===== src/rtl/note_glyph_blitter.sv =====
`default_nettype none
// ============================================================================
//  Module   : note_glyph_blitter
//  Purpose  : Renders one 8x8 note glyph from the glyph ROM into the frame
//             buffer. It fetches a row, then emits one pixel per column with
//             off-screen clipping and a write/ready handshake.
//  Options  : NOTE_BLIT_TRANSPARENT_EN - zero bits are skipped (no write)
//             instead of being written as color 0. Timing is unchanged.
//  Revision : 1.0 - initial release
// ============================================================================
module note_glyph_blitter #(
  parameter int SCREEN_W = 640,
  parameter int SCREEN_H = 480,
  parameter int FB_AW    = 19,
  parameter int COLOR_W  = 4
) (
  input  logic               clk,
  input  logic               rst_n,
  input  logic               i_req_valid,
  output logic               o_req_ready,
  input  logic [4:0]         i_req_code,
  input  logic [9:0]         i_req_x,
  input  logic [8:0]         i_req_y,
  input  logic [COLOR_W-1:0] i_req_color,
  output logic [7:0]         o_rom_addr,
  input  logic [7:0]         i_rom_data,
  output logic               o_fb_we,
  output logic [FB_AW-1:0]   o_fb_addr,
  output logic [COLOR_W-1:0] o_fb_data,
  input  logic               i_fb_ready,
  output logic               o_busy,
  output logic               o_done
);

  localparam logic [1:0] S_IDLE  = 2'd0;
  localparam logic [1:0] S_FETCH = 2'd1;
  localparam logic [1:0] S_DRAW  = 2'd2;
  localparam logic [1:0] S_DONE  = 2'd3;

  localparam logic [10:0] c_SCREEN_W = 11'(SCREEN_W);
  localparam logic [9:0]  c_SCREEN_H = 10'(SCREEN_H);

  logic [1:0]         r_state;
  logic [4:0]         r_code;
  logic [9:0]         r_x;
  logic [8:0]         r_y;
  logic [COLOR_W-1:0] r_color;
  logic [2:0]         r_row;
  logic [2:0]         r_col;
  logic [7:0]         r_shreg;

  logic [10:0]        w_px;
  logic [9:0]         w_py;
  logic               w_in_bounds;
  logic               w_bit;
  logic               w_we;
  logic               w_advance;
  logic [FB_AW-1:0]   w_addr;

  // Pixel coordinates are widened by one bit so x+col / y+row never wrap.
  assign w_px        = {1'b0, r_x} + {8'b0, r_col};
  assign w_py        = {1'b0, r_y} + {7'b0, r_row};
  assign w_in_bounds = (w_px < c_SCREEN_W) && (w_py < c_SCREEN_H);
  // The shift register is pre-shifted per column, so the current bit is MSB.
  assign w_bit       = r_shreg[7];
  assign w_addr      = FB_AW'(32'(w_py) * 32'(SCREEN_W) + 32'(w_px));

`ifdef NOTE_BLIT_TRANSPARENT_EN
  assign w_we = (r_state == S_DRAW) && w_in_bounds && w_bit;
`else
  assign w_we = (r_state == S_DRAW) && w_in_bounds;
`endif

  // A skipped pixel (clipped or transparent) still costs exactly one cycle.
  assign w_advance = (r_state == S_DRAW) && (!w_we || i_fb_ready);

  assign o_req_ready = (r_state == S_IDLE);
  assign o_busy      = (r_state != S_IDLE);
  assign o_done      = (r_state == S_DONE);
  assign o_rom_addr  = {r_code, r_row};
  assign o_fb_we     = w_we;
  // Outputs depend only on registered state, so they hold while stalled.
  assign o_fb_addr   = w_we ? w_addr : '0;
  assign o_fb_data   = (w_we && w_bit) ? r_color : '0;

  // Glyph sequencer: accept, fetch each row, walk its eight columns.
  always_ff @(posedge clk or negedge rst_n) begin
    if (!rst_n) begin
      r_state <= S_IDLE;
      r_code  <= '0;
      r_x     <= '0;
      r_y     <= '0;
      r_color <= '0;
      r_row   <= '0;
      r_col   <= '0;
      r_shreg <= '0;
    end else begin
      case (r_state)
        S_IDLE: begin
          if (i_req_valid) begin
            r_code  <= i_req_code;
            r_x     <= i_req_x;
            r_y     <= i_req_y;
            r_color <= i_req_color;
            r_row   <= '0;
            r_state <= S_FETCH;
          end
        end
        S_FETCH: begin
          r_shreg <= i_rom_data;
          r_col   <= '0;
          r_state <= S_DRAW;
        end
        S_DRAW: begin
          if (w_advance) begin
            r_shreg <= {r_shreg[6:0], 1'b0};
            if (r_col == 3'd7) begin
              if (r_row == 3'd7) begin
                r_state <= S_DONE;
              end else begin
                r_row   <= r_row + 3'd1;
                r_state <= S_FETCH;
              end
            end else begin
              r_col <= r_col + 3'd1;
            end
          end
        end
        S_DONE: begin
          r_state <= S_IDLE;
        end
        default: begin
          r_state <= S_IDLE;
        end
      endcase
    end
  end

endmodule
`default_nettype wire

===== config.mk =====
export PLATFORM = sky130hd
export DESIGN_NAME = note_glyph_blitter
export DESIGN_NICKNAME = d
export VERILOG_FILES = /design/src/rtl/note_glyph_blitter.sv
export SDC_FILE = /design/constraint.sdc
export NUM_CORES = 1
export LEC_CHECK = 0
export ABC_AREA = 1
export CORE_UTILIZATION = 53
export DETAILED_ROUTE_END_ITERATION = 7
export HOLD_SLACK_MARGIN = 0.1
export PLACE_DENSITY = 0.87
export SLEW_MARGIN = 15
export SYNTH_ARGS = -nofsm -noshare
export SYNTH_HDL_FRONTEND = slang
export SYNTH_SLANG_ARGS = --single-unit

===== constraint.sdc =====
create_clock -name clk -period 13 [get_ports clk]
set_clock_uncertainty 0.2 [all_clocks]
set_input_delay 2.6 -clock clk [delete_from_list [all_inputs] [get_ports clk]]
set_output_delay 2.6 -clock clk [all_outputs]
set_load 0.01 [all_outputs]

==> results of run 1 <==
-- worst max path at each step --
stage | end | startpoint | depth (start not counted)
global placement | o_fb_addr[18] | r_row[0] | 20
finish | o_fb_addr[18] | r_row[0] | 20
floorplan | o_fb_addr[18] | r_row[0] | 19
CTS | o_fb_addr[18] | r_row[0] | 20
global route | o_fb_addr[18] | r_row[0] | 20
detailed placement | o_fb_addr[18] | r_row[0] | 20
-- flip-flops by register name (all words and copies together), names as in the netlist --
name,flops
r_shreg,8
r_row,3
r_code,5
r_color,4
r_state,2
r_col,3
r_y,9
r_x,10
-- per-stage QoR --
stage | std cells | area (um^2)
4_1_cts | 609 | 4340
5_1_grt | 609 | 4340
2_1_floorplan | 459 | 3460
3_3_place_gp | 602 | 4260
3_5_place_dp | 602 | 4260
6_report | 609 | 4340
-- worst max-delay path, cell delays in order (launching register included) --
cell and delay (ns):
dfrtp_1 0.45, ha_1 0.24, fa_1 0.40, nand3_1 0.11, nand2_2 0.10, xor2_1 0.17
ha_1 0.35, fa_1 0.66, nand2_1 0.11, inv_1 0.06, nand2_1 0.05, o21ai_0 0.10
nor2_1 0.08, nor2_1 0.13, nand3b_1 0.12, nor2_2 0.13, nand3_1 0.10, nand2_1 0.08
nand2_1 0.04, nor2_1 0.09, clkdlybuf4s50_1 0.53
-- layer usage --
layer / wire length (um) / share of wire, % / GRT usage, % / vias up
li1: - / - / - / 1624
met1: 3290 / 43 / 28.4 / 1479
met2: 3970 / 52 / 43.9 / 66
met3: 349 / 4.5 / 4.08 / 8
met4: 80 / 1.0 / 7.37 / 0
met5: 0 / 0 / 0 / -
-- cell families (layout without fill, tap and decap cells) --
| group | after synthesis | count (layout) | share of synthesized area (%) |
|---|---|---|---|
| AO/OA/AOI/OAI | 38 | 38 | 6.93 |
| XOR/XNOR | 8 | 8 | 2.56 |
| adder cells (fa/ha/maj) | 33 | 33 | 12.8 |
| buffers and inverters | 64 | 137 | 7.29 |
| flip-flops | 44 | 44 | 31.8 |
| multiplexers | 15 | 15 | 4.88 |
| AND/OR/NAND/NOR | 257 | 257 | 33.8 |
-- where the power goes --
group / switching [uW] / internal [uW]
Clock: 43.7 / 36.5
Sequential: 56.2 / 200
Combinational: 567 / 391
-- Yosys cell counts (all sizes together) --
| cell type | number | area share (%) |
|---|---|---|
| a21oi | 26 | 4.4 |
| buf | 6 | 1.0 |
| clkbuf | 3 | 0.33 |
| dfrtp | 44 | 32 |
| fa | 4 | 2.3 |
| ha | 29 | 10 |
| inv | 55 | 6.0 |
| mux2 | 15 | 4.9 |
| nand2 | 137 | 16 |
| nand3 | 38 | 6.1 |
| nand3b | 4 | 0.87 |
| nand4 | 10 | 2.2 |
| nor2 | 56 | 6.4 |
| nor3 | 7 | 1.2 |
| nor3b | 1 | 0.36 |
| o21a | 1 | 0.22 |
| o21ai | 10 | 2.1 |
| o21bai | 1 | 0.22 |
| or2 | 4 | 0.72 |
| xnor2 | 3 | 0.76 |
| xor2 | 5 | 1.8 |
-- cell type report --
type | count | area (um^2)
clock buffer | 6 | 72.6
clock inverter | 1 | 5.00
fill | 521 | 1980
inverter | 55 | 206
multi-input combinational | 351 | 2110
sequential | 44 | 1100
tap | 77 | 96.3
timing repair buffer | 75 | 743
==> results.toml, run 1 <==
[outcome]
status = "completed"

[placed_design]
gp_congestion = 0.854
numPortBuffers = 74
dp_hpwl_um = 6000
post-place-ws_ns = 6.14

[cts]
clk_pin_slew_ns = 0.08
post_cts_buffers = 0
tritoncts = "done"
cts_hold_buf = 0
cts.sinks = 44
clockBufferDepth = 2
cts-root-buf = "clkbuf_8"
numCtsBuffers = 5
htree_levels = 2
insertion_delay_ns = 0.30
cts-resized-gates = 0

[die]
rows = 29
die_x_um = 82.9
die_area_mm2 = 0.00686
dieHeight_um = 82.9
core_mm2 = 0.00631
io_pins = 75
initial_core_util_pct = 54.9

[timing]
fin_tns_setup_ns = 0
fmax_mhz = 139
setup_viol = 0
slew_violations = 0
worstMarginPinSlew_ns = 0.959
rsz0062_at_grt = "no"
layout_worst_path_cycle_share_pct = 55.3
whs_ns = 0.317
maxSlewHeadroom_pct = 36.1
hold_violations = 0
fin_ws_ns = 5.81
period_minus_slack_ns = 7.19

[grt]
grt_max_degree = 45
grt_pass1_vias = 3244
overflow = 0
grt_pass1_wl_um = 13700
antenna_found_initial = 0
grt_usage_pct = 23.9

[logic_synthesis]
synth_seq_area_share_pct = 31.8
syn_inst = 459
syn_nets = 532
postSynthAreaPerCell_um2 = 7.55
yosysWarnings = 0
syn_area_mm2 = 0.00346
ys_types = 34
synth_seq_cells = 44

[route]
drt_pass1_iterations = 4
ant_nets = 0
drcViolationCount = 0
vias = 3177
wl_per_cell_um = 12.6
drt_wl_total_um = 7690
vias_per_cell = 5.22
drt_iter0_markers = 167

[finish]
syn2layout_area_growth_pct = 25.1
drive_gt1_share_pct = 11.8
nets = 605
antenna_cells = 0
final_cell_mix = "nand2_1 (126), clkdlybuf4s50_1 (73), inv_1 (54), nor2_1 (51), dfrtp_1 (44)"
utilization_pct = 68.7
final_common_cell = "nand2_1"

[hold_path]
whs_path_depth = 2
min_delay_worst_endpoint = "r_color[1]"
hold_path.class = "reg -> reg"
hold_start = "r_color[1]"

[power_and_ir_drop]
p_per_area_mw_per_mm2 = 299
design_power_total_uw = 1290
leakage_uw = 0.00219
peakVddDrop_mv = 0.230

[worst_setup_path]
regToRegStartpoint = "r_col[0]"
worstPathRequired_ns = 10.20
start_kind = "register"
end_kind = "output pin"
rrSetupSlack_ns = 10.34
rr_worst_depth = 15
regToRegEndpoint = "r_shreg[6]"
path_class = "reg -> out"
cp_max_fo = 6
crit_arrival_ns = 4.39

[job]
max_cap_violations = 0
(Power assumes the default switching activity.)
==> run 2: changes to the inputs <==
--- a/config.mk
+++ b/config.mk
@@ -6,10 +6,10 @@
 export NUM_CORES = 1
 export LEC_CHECK = 0
 export ABC_AREA = 1
-export CORE_UTILIZATION = 53
+export CORE_UTILIZATION = 52
 export DETAILED_ROUTE_END_ITERATION = 7
 export HOLD_SLACK_MARGIN = 0.1
-export PLACE_DENSITY = 0.87
+export PLACE_DENSITY = 0.86
 export SLEW_MARGIN = 15
 export SYNTH_ARGS = -nofsm -noshare
 export SYNTH_HDL_FRONTEND = slang
==> constraint.sdc (replaced) <==
create_clock -name clk -period 7.3 [get_ports clk]
set_clock_uncertainty 0.2 [all_clocks]
set_input_delay 1.46 -clock clk [delete_from_list [all_inputs] [get_ports clk]]
set_output_delay 1.46 -clock clk [all_outputs]
set_load 0.01 [all_outputs]
==> run 2 against run 1 <==
Compared with the run above:
- utilization about the same
- flip-flop and latch count unchanged
- sequential power increased by 77%
- total power increased by 84%
- clock-buffer cell count increased by 1
- worst setup slack got worse by 4.6 ns
- die area increased by 1.9%
- combinational power increased by 81%
- global-route usage decreased by 0.14 points
- wire length increased by 3.1%
- cell count increased by 0.16%
- hold slack about the same
- largest cell class unchanged
==> results.toml, run 2 (synthesized netlist as in run 1, its figures left out) <==
[finish]
final_cell_mix = "nand2_1 (126), clkdlybuf4s50_1 (73), inv_1 (54), nor2_1 (51), dfrtp_1 (44)"
stdcell_area_mm2 = 0.00438
largest_register_ffs = 10
antenna_cells = 0
final_common_cell = "nand2_1"
final_cells = 610
n_fill_cell = 533
drive_gt1_share_pct = 12.2
reg.largest.list = "r_x: 10 flops, r_y: 9 flops, r_shreg: 8 flops"
nets = 605
syn2layout_area_growth_pct = 26.5
top_register = "r_x"

[grt]
overflow = 0
grt_pass1_wl_um = 13700
grt_pass1_vias = 3236
antenna_found_initial = 0
grt_max_degree = 45
grt_usage_pct = 23.8

[route]
wl_per_cell_um = 13.0
vias_per_cell = 5.25
vias = 3205
drcViolationCount = 0
drt_iter0_markers = 125
ant_nets = 0
drt_wl_total_um = 7930
drt_pass1_iterations = 4

[timing]
maxSlewHeadroom_pct = 35.8
setup_viol = 0
fmax_mhz = 164
slew_violations = 0
rsz0062_at_grt = "no"
hold_violations = 0
period_minus_slack_ns = 6.12
worstMarginPinSlew_ns = 0.963
fin_ws_ns = 1.18
fin_tns_setup_ns = 0
layout_worst_path_cycle_share_pct = 83.8

[power_and_ir_drop]
peakVddDrop_mv = 0.424
clkPwrFrac_pct = 8.5
design_power_total_uw = 2390
leakage_uw = 0.00221
seq_power_share_pct = 19.0
p_per_area_mw_per_mm2 = 544
p_int_uw = 1170
power.switching_uw = 1210
comb_power_share_pct = 72.5
swShare_pct = 50.8

[worst_setup_path]
path_class = "reg -> out"
regToRegEndpoint = "r_shreg[2]"
cp_max_fo = 6
regToRegStartpoint = "r_col[0]"
end_kind = "output pin"
crit_chain = "ha_1, fa_1, nand3_1, nand2_2, xor2_1, ha_1, fa_1, nand2_1, inv_1, nand2_1, o21ai_0, nor2_1, nor2_1, nand3b_1, nor2_2, nand3_1, nand2_1, nand2_1, nor2_1, clkdlybuf4s50_1"
rrSetupSlack_ns = 4.65
slowest_delay_ns = 0.67
start_kind = "register"
critical_path.endpoint = "o_fb_addr[18]"
crit_arrival_ns = 4.46
slowest_stage = "fa_1"
cp_common_cell = "nand2_1"
rr_worst_depth = 15
setup.worst_path.start = "r_row[0]"
worstPathRequired_ns = 5.64

[cts]
tritoncts = "done"
insertion_delay_ns = 0.30
htree_levels = 2
cts-root-buf = "clkbuf_8"
cts.sinks = 44
cts_hold_buf = 0
clk_pin_slew_ns = 0.08
clockBufferDepth = 2
cts-resized-gates = 0
post_cts_buffers = 0
numCtsBuffers = 5

[placed_design]
gp_congestion = 0.845
post-place-ws_ns = 1.53
placedCellCount = 602
numPortBuffers = 74
dp_hpwl_um = 6110
dpl_cell_area_mm2 = 0.00426

[die]
io_pins = 75
rows = 29
initial_core_util_pct = 54.3
die_area_mm2 = 0.00699
die_x_um = 83.6
core_mm2 = 0.00639
dieHeight_um = 83.6

[outcome]
status = "completed"

[hold_path]
hold_path.class = "reg -> reg"
hold_start = "r_code[3]"
whs_path_depth = 1

[job]
max_cap_violations = 0
==> run 2: cell count changes in the layout (fill, tap and decap cells not counted) <==
cell / before / now
clkbuf_8: 5 / 7
bufinv_16: 0 / 1
clkbuf_1: 1 / 0
clkinv_2: 1 / 0
==> run 2: power by group through the flow <==
stage	clock network (uW)	logic, uW	registers [uW]
finish	203	1730	454
global route	214	1950	468
CTS	206	1730	452
detailed placement	0	1720	455
global placement	0	1650	449
floorplan	0	1300	440
==> run 2: layer usage <==
layer / global-route usage [%] / vias to the layer above / part of all wire [%]
li1: - / 1621 / -
met1: 27.3 / 1496 / 41
met2: 45.3 / 75 / 53
met3: 2.67 / 13 / 3.5
met4: 8.17 / 0 / 1.6
met5: 0 / - / 0
==> run 2: worst min path at each step <==
stage,to,slack [ns]
floorplan,r_shreg[0],0.27
global placement,r_shreg[0],0.28
detailed placement,r_code[3],0.30
CTS,r_code[3],0.32
global route,r_y[2],0.34
finish,r_code[3],0.32
==> run 2: layout make-up <==
type	count	area (um^2)	share of cell area [%]
clock buffers	7	96.3	2.20
clock inverters	1	30.0	0.685
inverters	55	206	4.71
multi-input cells	351	2110	48.1
flip-flops and latches	44	1100	25.1
well taps	77	96.3	2.20
repair buffers	75	743	17.0
==> run 2: stage by stage <==
step | util, % | hold WS, ns
after floorplan | - | 0.269
after global placement | 66.7 | 0.282
after detailed placement | 66.7 | 0.296
after CTS | 68.7 | 0.318
after global routing | 68.7 | 0.337
final | 68.7 | 0.317
==> run 2: critical path, delay by kind of cell (launching register included) <==
| family | cells | cell delay (ns) |
|---|---|---|
| AND/OR/NAND/NOR | 12 | 1.17 |
| XOR/XNOR | 1 | 0.17 |
| adder cells (fa/ha/maj) | 4 | 1.67 |
| AO/OA/AOI/OAI | 1 | 0.10 |
| flip-flops | 1 | 0.45 |
| buffers and inverters | 2 | 0.60 |
==> run 3: changes to the inputs <==
==> constraint.sdc (replaced) <==
create_clock -name clk -period 5.7 [get_ports clk]
set_clock_uncertainty 0.2 [all_clocks]
set_input_delay 1.14 -clock clk [delete_from_list [all_inputs] [get_ports clk]]
set_output_delay 1.14 -clock clk [all_outputs]
set_load 0.01 [all_outputs]
==> run 3 against run 2 <==
Compared with the run above:
- flip-flop and latch count did not move
- register-to-register slack got worse by 1.6 ns
- highest routed layer unchanged
- worst setup slack got worse by 1.0 ns
- sequential power rose by 28%
- final area rose by 0.66%
- largest power group unchanged
- largest cell class unchanged
- critical path type unchanged
- clock-buffer cell count rose by 1
==> results.toml, run 3 (synthesized netlist as in run 1, its figures left out) <==
[power_and_ir_drop]
leakage_uw = 0.00224
p_per_area_mw_per_mm2 = 714
peakVddDrop_mv = 0.633
design_power_total_uw = 3150

[die]
io_pins = 75
die_x_um = 83.6
rows = 29
die_area_mm2 = 0.00699
initial_core_util_pct = 54.3
core_mm2 = 0.00639
dieHeight_um = 83.6

[grt]
grt_max_degree = 45
grt_pass1_vias = 3222
overflow = 0
antenna_found_initial = 0
grt_pass1_wl_um = 13700
grt_usage_pct = 23.8

[cts]
cts.sinks = 44
clockBufferDepth = 2
cts-root-buf = "clkbuf_8"
clk_pin_slew_ns = 0.08
numCtsBuffers = 5
tritoncts = "done"
htree_levels = 2
insertion_delay_ns = 0.30

[route]
ant_nets = 0
vias_per_cell = 5.28
drcViolationCount = 0
wl_per_cell_um = 13.1
drt_iter0_markers = 120
vias = 3239
drt_pass1_iterations = 4
drt_wl_total_um = 8040

[outcome]
status = "completed"

[timing]
worstMarginPinSlew_ns = 0.971
fin_ws_ns = 0.174
setup_viol = 0
fmax_mhz = 181
period_minus_slack_ns = 5.53
layout_worst_path_cycle_share_pct = 96.9
slew_violations = 0
maxSlewHeadroom_pct = 35.3
fin_tns_setup_ns = 0
hold_violations = 0

[finish]
drive_gt1_share_pct = 14.0
reg.largest.list = "r_x: 10 flops, r_y: 9 flops, r_shreg: 8 flops"
final_cell_mix = "nand2_1 (126), clkdlybuf4s50_1 (71), inv_1 (54), nor2_1 (49), dfrtp_1 (42)"
utilization_pct = 69.1
final_common_cell = "nand2_1"
syn2layout_area_growth_pct = 27.4
n_fill_cell = 519
antenna_cells = 0
largest_register_ffs = 10
nets = 608
stdcell_area_mm2 = 0.00441
top_register = "r_x"

[worst_setup_path]
end_kind = "output pin"
path_class = "reg -> out"
start_kind = "register"
crit_arrival_ns = 4.19
cp_max_fo = 6
worstPathRequired_ns = 4.36

[placed_design]
numPortBuffers = 74
gp_congestion = 0.845
post-place-ws_ns = 0.218
dp_hpwl_um = 6150
dpl_cell_area_mm2 = 0.00426

[hold_path]
hold_path.class = "reg -> reg"

[job]
max_cap_violations = 0
[run 3: cell type report]
type	instances	area, um^2	area share [%]
inverters	55	206	4.68
repair buffers	78	771	17.5
flip-flops and latches	44	1100	25.0
multi-input cells	351	2150	48.6
well taps	77	96.3	2.18
clock buffers	8	90.1	2.04
[run 3: final timing paths]
path / startpoint / endpoint / slack (ns) / cells past startpoint
worst max-delay path: r_row[0] / o_fb_addr[12] / 0.17 / 16
worst min-delay path: r_shreg[6] / r_shreg[6] / 0.31 / 2
worst max register to register: r_col[0] / r_shreg[2] / 3.06 / 15
worst min register to register: r_shreg[6] / r_shreg[6] / 0.31 / 2
max in group asynchronous: rst_n / r_row[0] / 3.87 / 1
min in group asynchronous: rst_n / r_y[1] / 0.78 / 1
[run 3: repair_timing]
item,4_1_cts,5_1_grt
endpoints found under the hold margin,0,0
hold buffers,0,0
endpoints found under the setup margin,1,4
setup buffers,1,2
gates resized for setup,2,9
pin swaps,1,1
[run 3: metal layers]
metal | track usage [%] | wire, um | vias to the layer above
li1 | - | - | 1630
met3 | 3.76 | 276 | 15
met1 | 27.7 | 3350 | 1519
met4 | 7.40 | 148 | 0
met5 | 0 | 0 | -
met2 | 44.5 | 4270 | 75
[run 3: power by group]
group	leakage, uW	switching (uW)	internal, uW
clock	0.0000455	102	98.9
sequential	0.000519	125	457
combinational	0.00167	1390	981
[run 3: stage by stage]
stage	std cells	hold WS, ns
after floorplan	459	0.269
after global placement	602	0.282
after detailed placement	602	0.298
after CTS	611	0.317
after global routing	613	0.338
final	613	0.314
[run 3: critical path, stage by stage (launching register included)]
cell and delay (ns):
dfrtp_2 0.45, ha_1 0.22, fa_1 0.42, nand3_1 0.13
nand2_2 0.10, xor2_1 0.17, ha_1 0.36, fa_2 0.48
nand2_1 0.12, inv_1 0.05, nand2_1 0.07, o21ai_0 0.11
nor2_1 0.21, nor2_1 0.10, buf_4 0.14, nor3_1 0.18
clkdlybuf4s50_1 0.57
